<file path="config.mk">
export PLATFORM = sky130hd
export DESIGN_NAME = multicycle_controller
export DESIGN_NICKNAME = d
export VERILOG_FILES = /design/src/rtl/mc_pkg.sv /design/src/rtl/mc_aludec.sv /design/src/rtl/multicycle_controller.sv
export SDC_FILE = /design/constraint.sdc
export NUM_CORES = 1
export LEC_CHECK = 0
export ABC_AREA = 1
export BUFFER_PORTS_ARGS = -buffer_cell sky130_fd_sc_hd__buf_2
export CORE_MARGIN = 5
export CORE_UTILIZATION = 53
export DETAILED_ROUTE_END_ITERATION = 7
export MAX_ROUTING_LAYER = met4
export PLACE_DENSITY_LB_ADDON = 0.3
export SETUP_SLACK_MARGIN = 0.02
export SLEW_MARGIN = 20
export SYNTH_ARGS = -nofsm -noshare
export SYNTH_HDL_FRONTEND = slang
export SYNTH_SLANG_ARGS = --single-unit
</file>
<file path="constraint.sdc">
create_clock -name clk -period 2.04 [get_ports clk]
set_input_delay 0.408 -clock clk [delete_from_list [all_inputs] [get_ports clk]]
set_output_delay 0.408 -clock clk [all_outputs]
set_load 0.02 [all_outputs]
</file>
<file path="src/rtl/mc_pkg.sv">
`default_nettype none
// ============================================================================
//  Module  : mc_pkg
//  Brief   : Shared types and encodings for the multicycle RV32I controller:
//            FSM state enum, opcodes, mux-select and ALU encodings.
//  Rev     : 1.0  initial release
// ============================================================================
package mc_pkg;

  // Controller states
  typedef enum logic [3:0] {
    FETCH,
    DECODE,
    MEMADR,
    MEMREAD,
    MEMWB,
    MEMWR,
    EXECR,
    EXECI,
    JAL,
    ALUWB,
    BEQ,
    HALT
  } statetype_t;

  // Opcodes (Instr[6:0])
  localparam logic [6:0] OP_LW  = 7'b0000011;
  localparam logic [6:0] OP_SW  = 7'b0100011;
  localparam logic [6:0] OP_R   = 7'b0110011;
  localparam logic [6:0] OP_I   = 7'b0010011;
  localparam logic [6:0] OP_JAL = 7'b1101111;
  localparam logic [6:0] OP_BEQ = 7'b1100011;

  // ALUSrcA selects
  localparam logic [1:0] SA_PC    = 2'b00;
  localparam logic [1:0] SA_OLDPC = 2'b01;
  localparam logic [1:0] SA_REGA  = 2'b10;

  // ALUSrcB selects
  localparam logic [1:0] SB_REGB  = 2'b00;
  localparam logic [1:0] SB_IMM   = 2'b01;
  localparam logic [1:0] SB_FOUR  = 2'b10;

  // ResultSrc selects
  localparam logic [1:0] RS_ALUOUT    = 2'b00;
  localparam logic [1:0] RS_DATA      = 2'b01;
  localparam logic [1:0] RS_ALURESULT = 2'b10;

  // ALUOp encodings (controller -> ALU decoder)
  localparam logic [1:0] ALUOP_ADD   = 2'b00;
  localparam logic [1:0] ALUOP_SUB   = 2'b01;
  localparam logic [1:0] ALUOP_FUNCT = 2'b10;

  // ImmSrc encodings
  localparam logic [1:0] IMM_I = 2'b00;
  localparam logic [1:0] IMM_S = 2'b01;
  localparam logic [1:0] IMM_B = 2'b10;
  localparam logic [1:0] IMM_J = 2'b11;

  // ALUControl encodings
  localparam logic [2:0] ALU_ADD = 3'b000;
  localparam logic [2:0] ALU_SUB = 3'b001;
  localparam logic [2:0] ALU_AND = 3'b010;
  localparam logic [2:0] ALU_OR  = 3'b011;
  localparam logic [2:0] ALU_SLT = 3'b101;

endpackage : mc_pkg
`default_nettype wire

</file>
<file path="src/rtl/mc_aludec.sv">
`default_nettype none
// ============================================================================
//  Module  : mc_aludec
//  Brief   : ALU decoder. Maps ALUOp plus funct3/funct7b5/op[5] onto the
//            3-bit ALUControl code; every unlisted combination resolves to
//            add so the output is never X.
//  Rev     : 1.0  initial release
// ============================================================================
module mc_aludec
  import mc_pkg::*;
(
  input  logic [1:0] i_aluop,
  input  logic [2:0] i_funct3,
  input  logic       i_funct7b5,
  input  logic       i_op5,
  output logic [2:0] o_alucontrol
);

  // sub only for R-type (op[5]=1) with funct7b5 set; addi is always add
  logic w_rtype_sub;
  assign w_rtype_sub = i_funct7b5 & i_op5;

  // Decode ALU operation, defaulting to add
  always_comb begin
    o_alucontrol = ALU_ADD;
    case (i_aluop)
      ALUOP_ADD: o_alucontrol = ALU_ADD;
      ALUOP_SUB: o_alucontrol = ALU_SUB;
      ALUOP_FUNCT: begin
        case (i_funct3)
          3'b000:  o_alucontrol = w_rtype_sub ? ALU_SUB : ALU_ADD;
          3'b010:  o_alucontrol = ALU_SLT;
          3'b110:  o_alucontrol = ALU_OR;
          3'b111:  o_alucontrol = ALU_AND;
          default: o_alucontrol = ALU_ADD;
        endcase
      end
      default: o_alucontrol = ALU_ADD;
    endcase
  end

endmodule : mc_aludec
`default_nettype wire

</file>
<file path="src/rtl/multicycle_controller.sv">
`default_nettype none
// ============================================================================
//  Module  : multicycle_controller
//  Brief   : Sequencing FSM for the multicycle RV32I core. Drives per-cycle
//            enables and mux selects for PC, IR, register file, unified
//            memory and ALU, handshakes with memory via MemReq/MemReady and
//            counts retired instructions.
//  Rev     : 1.0  initial release
// ============================================================================
module multicycle_controller
  import mc_pkg::*;
#(
  parameter int CNT_W = 32
) (
  input  logic             clk,
  input  logic             reset,
  input  logic [6:0]       op,
  input  logic [2:0]       funct3,
  input  logic             funct7b5,
  input  logic             Zero,
  input  logic             MemReady,
  output logic             MemReq,
  output logic             AdrSrc,
  output logic             MemWrite,
  output logic             IRWrite,
  output logic             PCWrite,
  output logic             RegWrite,
  output logic [1:0]       ResultSrc,
  output logic [1:0]       ALUSrcA,
  output logic [1:0]       ALUSrcB,
  output logic [1:0]       ImmSrc,
  output logic [2:0]       ALUControl,
  output logic             Halted,
  output logic [CNT_W-1:0] InstrRetired
);

  statetype_t       r_state;
  statetype_t       w_state_next;
  logic [CNT_W-1:0] r_instr_retired;

  logic       w_memreq;
  logic       w_adrsrc;
  logic       w_memwrite;
  logic       w_irwrite;
  logic       w_pcupdate;
  logic       w_branch;
  logic       w_regwrite;
  logic [1:0] w_resultsrc;
  logic [1:0] w_alusrca;
  logic [1:0] w_alusrcb;
  logic [1:0] w_aluop;
  logic       w_halted;
  logic       w_retire;

  // State register
  always_ff @(posedge clk or negedge reset) begin
    if (!reset) r_state <= FETCH;
    else        r_state <= w_state_next;
  end

  // Next-state and Moore output decode; FETCH handshake bits follow MemReady
  always_comb begin
    w_state_next = r_state;
    w_memreq     = 1'b0;
    w_adrsrc     = 1'b0;
    w_memwrite   = 1'b0;
    w_irwrite    = 1'b0;
    w_pcupdate   = 1'b0;
    w_branch     = 1'b0;
    w_regwrite   = 1'b0;
    w_resultsrc  = RS_ALURESULT;
    w_alusrca    = SA_PC;
    w_alusrcb    = SB_FOUR;
    w_aluop      = ALUOP_ADD;
    w_halted     = 1'b0;
    w_retire     = 1'b0;
    case (r_state)
      FETCH: begin
        w_memreq   = 1'b1;
        w_irwrite  = MemReady;
        w_pcupdate = MemReady;
        if (MemReady) w_state_next = DECODE;
      end
      DECODE: begin
        // Precompute branch/jump target into ALUOut
        w_alusrca = SA_OLDPC;
        w_alusrcb = SB_IMM;
        case (op)
          OP_LW, OP_SW: w_state_next = MEMADR;
          OP_R:         w_state_next = EXECR;
          OP_I:         w_state_next = EXECI;
          OP_JAL:       w_state_next = JAL;
          OP_BEQ:       w_state_next = BEQ;
          default:      w_state_next = HALT;
        endcase
      end
      MEMADR: begin
        w_alusrca    = SA_REGA;
        w_alusrcb    = SB_IMM;
        w_state_next = op[5] ? MEMWR : MEMREAD;
      end
      MEMREAD: begin
        w_memreq    = 1'b1;
        w_adrsrc    = 1'b1;
        w_resultsrc = RS_ALUOUT;
        if (MemReady) w_state_next = MEMWB;
      end
      MEMWB: begin
        w_resultsrc  = RS_DATA;
        w_regwrite   = 1'b1;
        w_retire     = 1'b1;
        w_state_next = FETCH;
      end
      MEMWR: begin
        // MemWrite stays asserted for the whole wait, not gated by MemReady
        w_memreq    = 1'b1;
        w_memwrite  = 1'b1;
        w_adrsrc    = 1'b1;
        w_resultsrc = RS_ALUOUT;
        if (MemReady) begin
          w_retire     = 1'b1;
          w_state_next = FETCH;
        end
      end
      EXECR: begin
        w_alusrca    = SA_REGA;
        w_alusrcb    = SB_REGB;
        w_aluop      = ALUOP_FUNCT;
        w_state_next = ALUWB;
      end
      EXECI: begin
        w_alusrca    = SA_REGA;
        w_alusrcb    = SB_IMM;
        w_aluop      = ALUOP_FUNCT;
        w_state_next = ALUWB;
      end
      JAL: begin
        // Link value OldPC+4 computed while PC takes the target from ALUOut
        w_alusrca    = SA_OLDPC;
        w_alusrcb    = SB_FOUR;
        w_resultsrc  = RS_ALUOUT;
        w_pcupdate   = 1'b1;
        w_state_next = ALUWB;
      end
      ALUWB: begin
        w_resultsrc  = RS_ALUOUT;
        w_regwrite   = 1'b1;
        w_retire     = 1'b1;
        w_state_next = FETCH;
      end
      BEQ: begin
        w_alusrca    = SA_REGA;
        w_alusrcb    = SB_REGB;
        w_aluop      = ALUOP_SUB;
        w_resultsrc  = RS_ALUOUT;
        w_branch     = 1'b1;
        w_retire     = 1'b1;
        w_state_next = FETCH;
      end
      HALT: begin
        w_halted     = 1'b1;
        w_state_next = HALT;
      end
      default: w_state_next = FETCH;
    endcase
  end

  // Retired-instruction counter, wraps naturally
  always_ff @(posedge clk or negedge reset) begin
    if (!reset)        r_instr_retired <= '0;
    else if (w_retire) r_instr_retired <= r_instr_retired + CNT_W'(1);
  end

  // Immediate format straight from the opcode
  always_comb begin
    ImmSrc = IMM_I;
    case (op)
      OP_LW, OP_I: ImmSrc = IMM_I;
      OP_SW:       ImmSrc = IMM_S;
      OP_BEQ:      ImmSrc = IMM_B;
      OP_JAL:      ImmSrc = IMM_J;
      default:     ImmSrc = IMM_I;
    endcase
  end

  mc_aludec u_aludec (
    .i_aluop      (w_aluop),
    .i_funct3     (funct3),
    .i_funct7b5   (funct7b5),
    .i_op5        (op[5]),
    .o_alucontrol (ALUControl)
  );

  // Enables are forced low combinationally while reset is held, so a
  // pending memory write is withdrawn without waiting for a clock edge
  assign MemReq       = reset & w_memreq;
  assign MemWrite     = reset & w_memwrite;
  assign IRWrite      = reset & w_irwrite;
  assign PCWrite      = reset & (w_pcupdate | (w_branch & Zero));
  assign RegWrite     = reset & w_regwrite;
  assign AdrSrc       = w_adrsrc;
  assign ResultSrc    = w_resultsrc;
  assign ALUSrcA      = w_alusrca;
  assign ALUSrcB      = w_alusrcb;
  assign Halted       = reset & w_halted;
  assign InstrRetired = r_instr_retired;

endmodule : multicycle_controller
`default_nettype wire
</file>
## After elaboration in Yosys (flattened, before gate mapping)

Index checks and enable logic that the tools add are counted.

| cells by class | value |
|---|---|
| $add $sub $neg | 1 |
| equal/unequal tests | 25 |
| mux-type cells | 24 |
| bitwise logic cells | 9 |
| reductions and logical operators | 15 |

Operators by type and width:

| cell | number |
|---|---|
| $add 32x1->32 const B | 1 |
| $pmux 4 s7 | 1 |
| $pmux 4 s5 | 1 |
| $eq 4x3->1 const B | 4 |
| $eq 4x4->1 const B | 4 |
| $pmux 2 s2 | 4 |
| $eq 7x6->1 const B | 2 |
| $eq 7x7->1 const B | 2 |
| $mux 4 | 3 |
| $pmux 3 s4 | 1 |
| $reduce_or 2->1 | 6 |
| $reduce_or 3->1 | 4 |
| $mux 1 | 9 |
| $and 1x1->1 | 8 |
| $eq 4x2->1 const B | 2 |
| $eq 7x2->1 const B | 1 |
| $eq 7x5->1 const B | 1 |
| $eq 3x3->1 const B | 2 |
| $ne 2x2->1 const B | 3 |
| $pmux 2 s3 | 1 |
| $pmux 3 s2 | 1 |
| $reduce_or 5->1 | 1 |
| $eq 4x1->1 const B | 1 |
| $logic_not 4->1 | 1 |
| 9 further kinds | 10 |

| storage, ports and cells | value |
|---|---|
| bits in registers | 36 |
| bits of input ports | 15 |
| output and inout port bits | 50 |
| word-level logic and storage cells | 76 |

## Depth between registers and ports, before layout

Gate-level depths: netlist of the first run.

| logic depth | value |
|---|---|
| depth in word-level cells | 5 |
| mapped depth | 10 |
| mapped depth without buffers | 10 |

## Modules after synthesis

A second synthesis of the first run with hierarchy kept.

| unflattened totals | value |
|---|---|
| cells, all modules | 431 |
| area total of the unflattened synthesis | 2,632.5 µm² |

By module, submodules not included:

| module | instances | cells an instance | area each (µm²) | seq. area each (µm²) |
|---|---|---|---|---|
| multicycle_controller | 1 | 414 | 2,541.2 | 900.9 |
| mc_aludec | 1 | 17 | 91.3 | 0.0 |

## Worst setup path before layout of the first run

Ideal clock, no wire load.

| path | value |
|---|---|
| kind | reg-to-output |
| from | reg r_state[2] |
| to | out ALUControl[1] |
| arrival time | 1.613 ns |
| required time | 1.632 ns |
| path slack | 0.019 ns |
| cell stages (with the launch flop) | 7 |
| path buffers | 0 |
| cells stage by stage | dfrtp_1 inv_2 nand2_1 nor2_2 inv_1 ha_1 nor3b_1 |

| on the way | value |
|---|---|
| cells in the longest elaborated chain, start to end | 5 |
| elaborated cells on any way between the ends | 8 |
| classes of those cells | eq/ne (5); mux (2); reduce/logical (1) |

RTL lines:

| item | RTL line | text |
|---|---|---|
| start, declared | multicycle_controller.sv:37 | `statetype_t r_state;` |
| start signal, assigned | multicycle_controller.sv:58 | `else r_state <= w_state_next;` |
| $eq 4x3->1 | multicycle_controller.sv:77 | `case (r_state)` |
| $reduce_or 2->1 (no line) | - |  |
| $pmux 2 s2 (*) | multicycle_controller.sv:77 |  |
| $eq 2x2->1 or $eq 2x1->1 (tied branches) | mc_aludec.sv:26 | `case (i_aluop)` |
| $pmux 3 s2 (*) | mc_aludec.sv:26 |  |
| end, declared | multicycle_controller.sv:32 | `output logic [2:0] ALUControl,` |

Mark *: on every way between the ends. The rest lies on a longest branch, timed or not.

## Worst setup path in the final report of the first run

| path | value |
|---|---|
| from | reg r_state[2] |
| to | out ALUControl[0] |

Same word-level chain as after synthesis.

==> qor.yml, run 1 <==
run_status:
  status: "finished, violations left"
  violations: "setup timing"
critical_path:
  regToRegSetupSlack_ps: 230
  worstRegToRegCells: 10
  r2r-end: "InstrRetired[2]"
  crit_slowest_cell: "dfrtp_2"
  crit_start: "r_state[2]"
  worst_setup_path_start_kind: "register"
  slowest_delay_ps: 440
  timing.rr.start: "r_state[2]"
  critPathMaxFanout: 4
  critPathKind: "register to primary output"
  crit_chain: "inv_2 -> nand2_4 -> nor2_4 -> inv_2 -> ha_4 -> nand2_4 -> nor2_2 -> nor2_1 -> a21oi_1 -> buf_4"
  crit_path_end_kind: "primary output"
  crit_path_end: "ALUControl[0]"
  worstPathArrival_ps: 1640
  required_ps: 1630
power_and_ir_drop:
  power-per-cell-area_nw_per_um2: 900.0
  irDropWorstVdd_mv: 0.5727
  p_sw_mw: 1.283
  p_comb_share_pct: 48.4
  internal_power_mw: 1.565
  seqPwrFrac_pct: 32.3
  swShare_pct: 45.05
  p_total_mw: 2.848
  p_leak_nw: 1.694
  power.share.clock_pct: 19.3
grt:
  grt.met3_usage_pct: 3.741
  grt_pass1_vias: 2628
  antenna_found_initial: 0
  top_usage_layer: "met2"
  grt_util_met2_pct: 39.81
  use_met1_pct: 31.33
  grt_max_degree: 33
  grt-ovfl-total: 0
  grt_pass1_wl_mm: 11.89
  track_usage_pct: 24.37
min_path:
  hp-class: "input port to register"
clock_network:
  clk_pin_slew_ps: 60
  cts.sinks: 36
  clockBufferDepth: 2
  cts_tree: "done"
  root_buffer: "clkbuf_8"
  htreeDepth: 2
  cts_buffers: 5
  insertion_delay_ps: 290
final_layout:
  final_nets: 505
  diodes: 0
  syn_to_final_growth_pct: 24.70
  final_area_um2: 3164
  final_cells: 541
  drive_gt1_share_pct: 22.38
  final_util_pct: 67.44
sta:
  hold_slack_ps: 392.0
  fin_crit_sh_pct: 100.6
  rsz0062_at_grt: "true"
  setup_viol: 1
  fin_ws_ps: -12.90
  fin_skew_ps: 9.341
  finalHoldViolations: 0
  tightest_slew_ps: 426.3
  max_freq_ghz: 0.4871
  maxSlewHeadroom_pct: 71.58
  drv_slew: 0
  finalSetupTns_ps: -12.90
  period_minus_slack_ps: 2053
floorplan:
  io_pins: 65
  coreArea_um2: 4692
  row_count: 25
  die_h_um: 79.19
  start_util_pct: 54.08
  die_w_um: 79.19
  dieArea_um2: 6271
synthesis:
  synth_cells: 408
  ys_warn_count: 0
  yosysSeqAreaShare_pct: 35.50
  ys_types: 20
  synth_area_um2: 2537
  avgSynthCellArea_um2: 6.219
  syn_nets: 426
  ys_seq_elements: 36
detailed_routing:
  postRouteAntennaNets: 0
  drtIter0Drc: 183
  drtPass1Iterations: 4
  drc: 0
  routed_wl_mm: 6.961
  vias: 2750
  vias_per_cell: 5.083
  post_drt_wl_per_cell_um: 12.87
place:
  post_dp_cell_area_um2: 2938
  post-dp-hpwl_mm: 5.379
  gp_congestion: 0.9107
  place_inst: 528
  port_buffers: 64
  place_ws_ps: 195.0
flow_run:
  maxCapViolations: 0
## worst max-delay path, delay by kind of cell (launching register included)
kind / cells / cell delay (ps)
adders and majority gates: 1 / 160
DFF: 1 / 440
buffers and inverters: 3 / 300
AOI/OAI and AO/OA: 1 / 80
and+or+nand+nor: 5 / 370
## metal layers
layer / vias up / part of all wire [%] / wire length (um)
met1: 1258 / 47 / 3276
li1: 1417 / - / -
met5: - / 0 / 0
met3: 10 / 5.0 / 347
met4: 0 / 1.3 / 93
met2: 65 / 47 / 3244
## how the worst min path moves through the flow
stage / slack, ps / to / depth (start not counted) / start
floorplan: 110 / InstrRetired[0] / 0 / reset
finish: 390 / r_state[1] / 2 / MemReady
CTS: 380 / r_state[1] / 2 / MemReady
detailed placement: 250 / r_state[2] / 1 / reset
global placement: 250 / r_state[2] / 1 / reset
global route: 420 / r_state[1] / 2 / MemReady
## cells in the final DEF (no fill, tap or decap), types with 2 or more instances in the layout
master and count:
nand2_2 4, inv_2 6, a21oi_1 4, xnor2_1 8, nor3_1 2, nor2_2 7
nand4_1 4, o21ai_0 12, ha_1 2, buf_4 14, clkbuf_8 7, nand3b_1 12
nand2_1 180, nand2_4 2, buf_2 60, dfrtp_1 33, xor2_1 6, nor2_1 66
dfrtp_2 3, nand3_1 15, inv_1 31
## cell usage after synthesis
master    instances  share of area, %
o21ai_0          12               2.4
nor3b_1           2              0.59
nand3_1          16               3.2
dfrtp_1          36                36
nand3b_1         12               3.6
inv_1            34               5.0
inv_2             3              0.44
nor3_1            2              0.39
xnor2_1           8               2.8
nor2_1           71                11
xor2_1            6               2.1
buf_6             2              0.89
nand4_1           4              0.99
a31oi_1           1              0.25
nand2_1         185                27
ha_1              3               1.5
a21oi_1           4              0.79
nor2_2            3              0.74
nand2_2           1              0.25
buf_4             3              0.89
## area by class of cell
class | instances | area [um2]
Inverter | 37 | 138.9
Tap cell | 54 | 67.56
Timing Repair Buffer | 77 | 434.2
Clock buffer | 7 | 96.34
Sequential cell | 36 | 904.6
Multi-Input combinational cell | 330 | 1523
Fill cell | 457 | 1528
## state kept, by name, summed over array words and instances, names as in the netlist
register      flops
r_state           4
InstrRetired     32
## power groups by stage
stage | Sequential (mW) | Combinational, mW | Clock (mW)
after floorplan | 0.952 | 0.850 | 0
after detailed placement | 0.915 | 1.25 | 0
final | 0.920 | 1.38 | 0.551
after CTS | 0.904 | 1.32 | 0.562
after global routing | 0.935 | 1.52 | 0.590
after global placement | 0.908 | 1.25 | 0
## cell families (layout without fill, tap and decap cells)
kind of cell               after synthesis  after routing  share of synthesized area (%)
AOI/OAI and AO/OA                       17             17                          3.403
and+or+nand+nor                        296            296                          47.54
DFF                                     36             36                          35.50
adders and majority gates                3              3                          1.479
xor gates and xnor gates                14             14                          4.832
buffers and inverters                   42            121                          7.248
## what timing repair did
action	CTS	global route
gates resized for setup	12	15
buffers inserted	4	1
pin swaps	3	5
hold endpoints to repair	4	0
hold buffers	1	0
endpoints found under the setup margin	6	11
Note: power is estimated with default switching activity, not from simulation.
==> run 2, diff against run 1 <==
Settings changed: ABC_AREA 1 to default, CORE_UTILIZATION 53 to 52.
==> run 2 against run 1 <==
The run still ends with setup timing left. Cell area down 6.4%. Non-clock buffer count rose by 8. Register-to-register slack got worse by 150 ps. Die area down 6.6%. Area after synthesis shrank 9.3%. Hold slack lost 120 ps. Sequential share of layout area rose by 1.9 points. Worst setup slack improved by 5.3 ps.
==> qor.yml, run 2 <==
run_status:
  violations: "setup timing"
  status: "finished, violations left"
critical_path:
  critPathMaxFanout: 16
  crit_top_cell: "nor2_1"
  crit_path_end_kind: "primary output"
  worstRegToRegCells: 8
  regToRegSetupSlack_ps: 80
  crit_chain: "buf_4 -> nor2b_1 -> and2_1 -> nor2_1 -> nor2_1 -> buf_2"
  crit_cells: 6
  crit_family: "simple AND/OR/NAND/NOR gates"
  slowest_delay_ps: 420
  worstPathArrival_ps: 1640
  worst_setup_path_start_kind: "register"
  required_ps: 1630
  crit_buf_inv: 2
  crit_slowest_cell: "dfrtp_1"
  critPathKind: "register to primary output"
sta:
  fin_ws_ps: -7.617
  tightest_slew_ps: 472.9
  fin_skew_ps: 9.715
  finalHoldViolations: 0
  max_freq_ghz: 0.4884
  finalSetupTns_ps: -7.617
  rsz0062_at_grt: "true"
  hold_slack_ps: 270.6
  period_minus_slack_ps: 2048
  setup_viol: 1
  maxSlewHeadroom_pct: 68.18
  fin_crit_sh_pct: 100.4
  drv_slew: 0
synthesis:
  synth_cells: 242
  yosysSeqAreaShare_pct: 39.15
  synth_flop_cell: "dfrtp_1"
  synth_area_um2: 2301
  synth_edf_count: 0
  synth.top_cells.by_count: "36 x dfrtp_1, 31 x xnor2_1, 18 x nand4_1"
  synthArstFlopShare_pct: 100.0
  ys_types: 48
  synth_area_leader_cell: "dfrtp_1"
  ys_seq_elements: 36
  avgSynthCellArea_um2: 9.508
  syn_nets: 260
  yosysTopAreaCellShare_pct: 39.15
  ys_top_cells_by_area: "dfrtp_1 39%, xnor2_1 12%, nand4_1 4.9%, nand3_1 3.3%, nor2_1 2.6%"
  synth.most_common_cell: "dfrtp_1"
  ys_warn_count: 0
grt:
  antenna_found_initial: 0
  grt_max_degree: 35
  track_usage_pct: 20.43
  grt-ovfl-total: 0
  grt_pass1_vias: 2114
  grt_pass1_wl_mm: 9.853
detailed_routing:
  drtIter0Drc: 154
  drtPass1Iterations: 4
  postRouteAntennaNets: 0
  drc: 0
  routed_wl_mm: 5.731
  vias: 2151
  post_drt_wl_per_cell_um: 15.36
  vias_per_cell: 5.767
clock_network:
  clockBufferDepth: 2
  cts.sinks: 36
  cts_tree: "done"
  htreeDepth: 2
  cts_buffers: 5
  clk_pin_slew_ps: 70
  insertion_delay_ps: 290
  root_buffer: "clkbuf_8"
final_layout:
  layout_common_cells: "61 x buf_2, 35 x dfrtp_1, 30 x xnor2_1"
  final_common_cell: "buf_2"
  fillCellCount: 367
  diodes: 0
  drive_gt1_share_pct: 35.20
  syn_to_final_growth_pct: 28.71
  largest_register_ffs: 32
  final_nets: 338
floorplan:
  dieArea_um2: 5855
  die_w_um: 76.52
  row_count: 24
  io_pins: 65
  die_h_um: 76.52
  coreArea_um2: 4324
  start_util_pct: 53.21
place:
  port_buffers: 64
  post-dp-hpwl_mm: 4.167
  gp_congestion: 0.8368
power_and_ir_drop:
  irDropWorstVdd_mv: 0.5942
  p_leak_nw: 1.416
  power-per-cell-area_nw_per_um2: 1023
min_path:
  hp-class: "input port to async pin"
flow_run:
  maxCapViolations: 0
==> run 2: changes by cell type in the layout (fill, tap and decap cells not counted), sizes merged, moves of 10 or more <==
cell	change
nand2	-171
nor2	-58
inv	-31
xnor2	+23
nand4	+15
nand3b	-10
==> run 2: worst paths after layout <==
path                                   from          endpoint
setup / recovery                 r_state[2]          RegWrite
hold / removal                        reset  InstrRetired[30]
setup reg to reg                 r_state[2]  InstrRetired[12]
hold reg to reg            InstrRetired[31]  InstrRetired[31]
max in group asynchronous             reset        r_state[3]
min in group clk                      op[4]        r_state[0]
==> run 2: through the flow <==
stage	instance area, um2	setup WS (ps)	std cells	util (%)	total power [mW]
finish	2962	-7.617	373	68.49	3.031
global route	2962	-101.4	373	68.49	3.235
CTS	2928	19.50	372	67.71	2.997
detailed placement	2768	135.0	359	64.00	2.414
global placement	2768	165.8	359	64.00	2.392
floorplan	2336	-10.57	242	-	1.972
==> run 2: logic make-up (layout without fill, tap and decap cells) <==
kind of cell | Yosys count | in the layout | synth area share (%)
simple gates | 121 | 121 | 33.39
flops | 36 | 36 | 39.15
xor+xnor | 35 | 35 | 13.32
compound gates | 25 | 25 | 7.233
buf+inv | 20 | 99 | 4.350
fa+ha+maj | 3 | 3 | 1.631
mux | 2 | 2 | 0.9244
==> run 2: where the power goes <==
part           switching, mW  leakage, nW  internal (mW)
Sequential            0.0958        0.486          0.803
Combinational          0.944        0.882          0.680
Clock                  0.269       0.0479          0.238
Total                   1.31         1.42           1.72
==> run 2: what timing repair did <==
| action | in CTS | in global routing |
|---|---|---|
| cloned | 0 | 0 |
| gates resized for setup | 8 | 7 |
| hold buffers | 1 | 0 |
| setup buffers | 4 | 1 |
| pin swaps | 1 | 4 |
| endpoints found under the setup margin | 3 | 7 |
| endpoints found under the hold margin | 2 | 0 |
==> run 2: cell type report <==
type | count | area (um2) | share of cell area [%]
Multi-Input combinational cell | 186 | 1376 | 46.47
Sequential cell | 36 | 902.1 | 30.46
Timing Repair Buffer | 85 | 508.0 | 17.15
Clock buffer | 5 | 68.82 | 2.324
Tap cell | 52 | 65.06 | 2.197
Inverter | 6 | 22.52 | 0.7605
Clock inverter | 3 | 18.77 | 0.6337
==> run 2: metal layers <==
layer  part of all wire [%]  track usage (%)  vias to the layer above
met1                     45            26.09                     1031
met2                     48            32.36                       70
met3                    6.4            5.083                        7
met4                   0.80            5.420                        0
li1                       -                -                     1043
met5                      0                -                        -
==> run 3, diff against run 2 <==
Settings changed: CORE_UTILIZATION 52 to 40.
==> run 3 against run 2 <==
The run now ends clean. Hold slack lost 140 ps. Clock skew is essentially flat. Sequential cell count is the same. Critical path depth is the same. Cell area grew 3.0%. First-iteration DRC count shrank 36%. Via count shrank 1.8%.
==> qor.yml, run 3 (synthesis gave the netlist of run 2 again) <==
run_status:
  status: "finished clean"
critical_path:
  crit_cells: 6
  critPathKind: "register to primary output"
  worstRegToRegCells: 7
  crit_buf_inv: 3
  crit_path_end_kind: "primary output"
  crit_chain: "nor2b_2 -> buf_4 -> buf_4 -> o21a_1 -> a21oi_1 -> buf_4"
  crit_top_cell: "buf_4"
  crit_family: "buffers and inverters"
  slowest_delay_ps: 380
  worstPathArrival_ps: 1550
  critPathMaxFanout: 3
  crit_slowest_cell: "dfrtp_1"
  required_ps: 1630
  worst_setup_path_start_kind: "register"
place:
  gp_congestion: 0.8619
  post-dp-hpwl_mm: 4.195
  port_buffers: 64
  place_ws_ps: 193.9
detailed_routing:
  vias_per_cell: 5.402
  drtPass1Iterations: 4
  post_drt_wl_per_cell_um: 14.55
  drtIter0Drc: 98
  routed_wl_mm: 5.691
  vias: 2112
  drc: 0
  postRouteAntennaNets: 0
sta:
  tightest_slew_ps: 458.7
  setup_viol: 0
  maxSlewHeadroom_pct: 69.14
  finalSetupTns_ps: 0
  fin_skew_ps: 10.18
  fin_crit_sh_pct: 96.10
  fin_ws_ps: 79.52
  max_freq_ghz: 0.5101
  rsz0062_at_grt: "true"
  period_minus_slack_ps: 1960
  drv_slew: 0
  hold_slack_ps: 128.5
  finalHoldViolations: 0
final_layout:
  drive_gt1_share_pct: 36.36
  syn_to_final_growth_pct: 32.57
  final_util_pct: 55.06
  layout_common_cells: "57 x buf_2, 35 x dfrtp_1, 30 x xnor2_1"
  diodes: 0
  multi_input_area_um2: 1401
  fillCellCount: 532
  largest_register_ffs: 32
  final_common_cell: "buf_2"
  register_area_um2: 902.1
  final_nets: 336
grt:
  grt-ovfl-total: 0
  grt_pass1_wl_mm: 9.508
  grt_max_degree: 30
  track_usage_pct: 16.25
  antenna_found_initial: 0
  grt_pass1_vias: 1961
clock_network:
  insertion_delay_ps: 290
  clk_pin_slew_ps: 60
  holdBufCountCts: 0
  htreeDepth: 2
  clockBufferDepth: 2
  cts.sinks: 36
  cts_buffers: 5
  root_buffer: "clkbuf_8"
  cts_tree: "done"
floorplan:
  die_h_um: 85.85
  start_util_pct: 41.53
  dieArea_um2: 7369
  io_pins: 65
  row_count: 27
  die_w_um: 85.85
  coreArea_um2: 5540
power_and_ir_drop:
  p_leak_nw: 1.432
  irDropWorstVdd_mv: 0.7837
  power-per-cell-area_nw_per_um2: 1058
flow_run:
  maxCapViolations: 0
min_path:
  hp-class: "input port to async pin"
==> run 3: final cells by class <==
cell class | instances | share of cell area [%]
clock inverter | 2 | 1.148
clock buffer | 6 | 2.379
sequential | 36 | 29.57
inverter | 6 | 0.8203
timing repair buffer | 83 | 17.19
multi-input combinational | 186 | 45.94
tap | 72 | 2.953
==> run 3: path summary, 6_finish.rpt <==
kind,end,startpoint,slack (ps)
max,ALUSrcB[1],r_state[2],80
min,InstrRetired[1],reset,130
max reg2reg,InstrRetired[9],r_state[1],170
min reg2reg,InstrRetired[31],InstrRetired[31],480
max in group asynchronous,InstrRetired[8],reset,1530
min in group clk,r_state[0],op[4],440
==> run 3: per-layer routing <==
| metal | track usage [%] | vias to the layer above | part of all wire (%) |
|---|---|---|---|
| met3 | 2.786 | 7 | 6.0 |
| met2 | 25.85 | 56 | 49 |
| li1 | - | 1035 | - |
| met1 | 21.22 | 1014 | 44 |
| met5 | - | - | 0 |
| met4 | 4.892 | 0 | 1.3 |
==> run 3: power by group <==
group | internal (mW) | leakage [nW] | switching (mW)
Clock | 0.363 | 0.0552 | 0.253
Sequential | 0.804 | 0.487 | 0.0970
Combinational | 0.752 | 0.890 | 0.959
Total | 1.92 | 1.43 | 1.31
==> run 3: metrics by stage <==
stage / cells / cell area, um2 / total power [mW]
6_report: 391 / 3050 / 3.228
5_1_grt: 391 / 3050 / 3.446
4_1_cts: 388 / 2949 / 3.102
3_5_place_dp: 379 / 2805 / 2.444
3_3_place_gp: 379 / 2805 / 2.427
2_1_floorplan: 242 / 2336 / 1.972
==> run 3: timing repair <==
item | CTS | global route
setup buffers | 1 | 3
pin swaps | 0 | 5
resized for setup | 6 | 22
setup endpoints to repair | 3 | 10
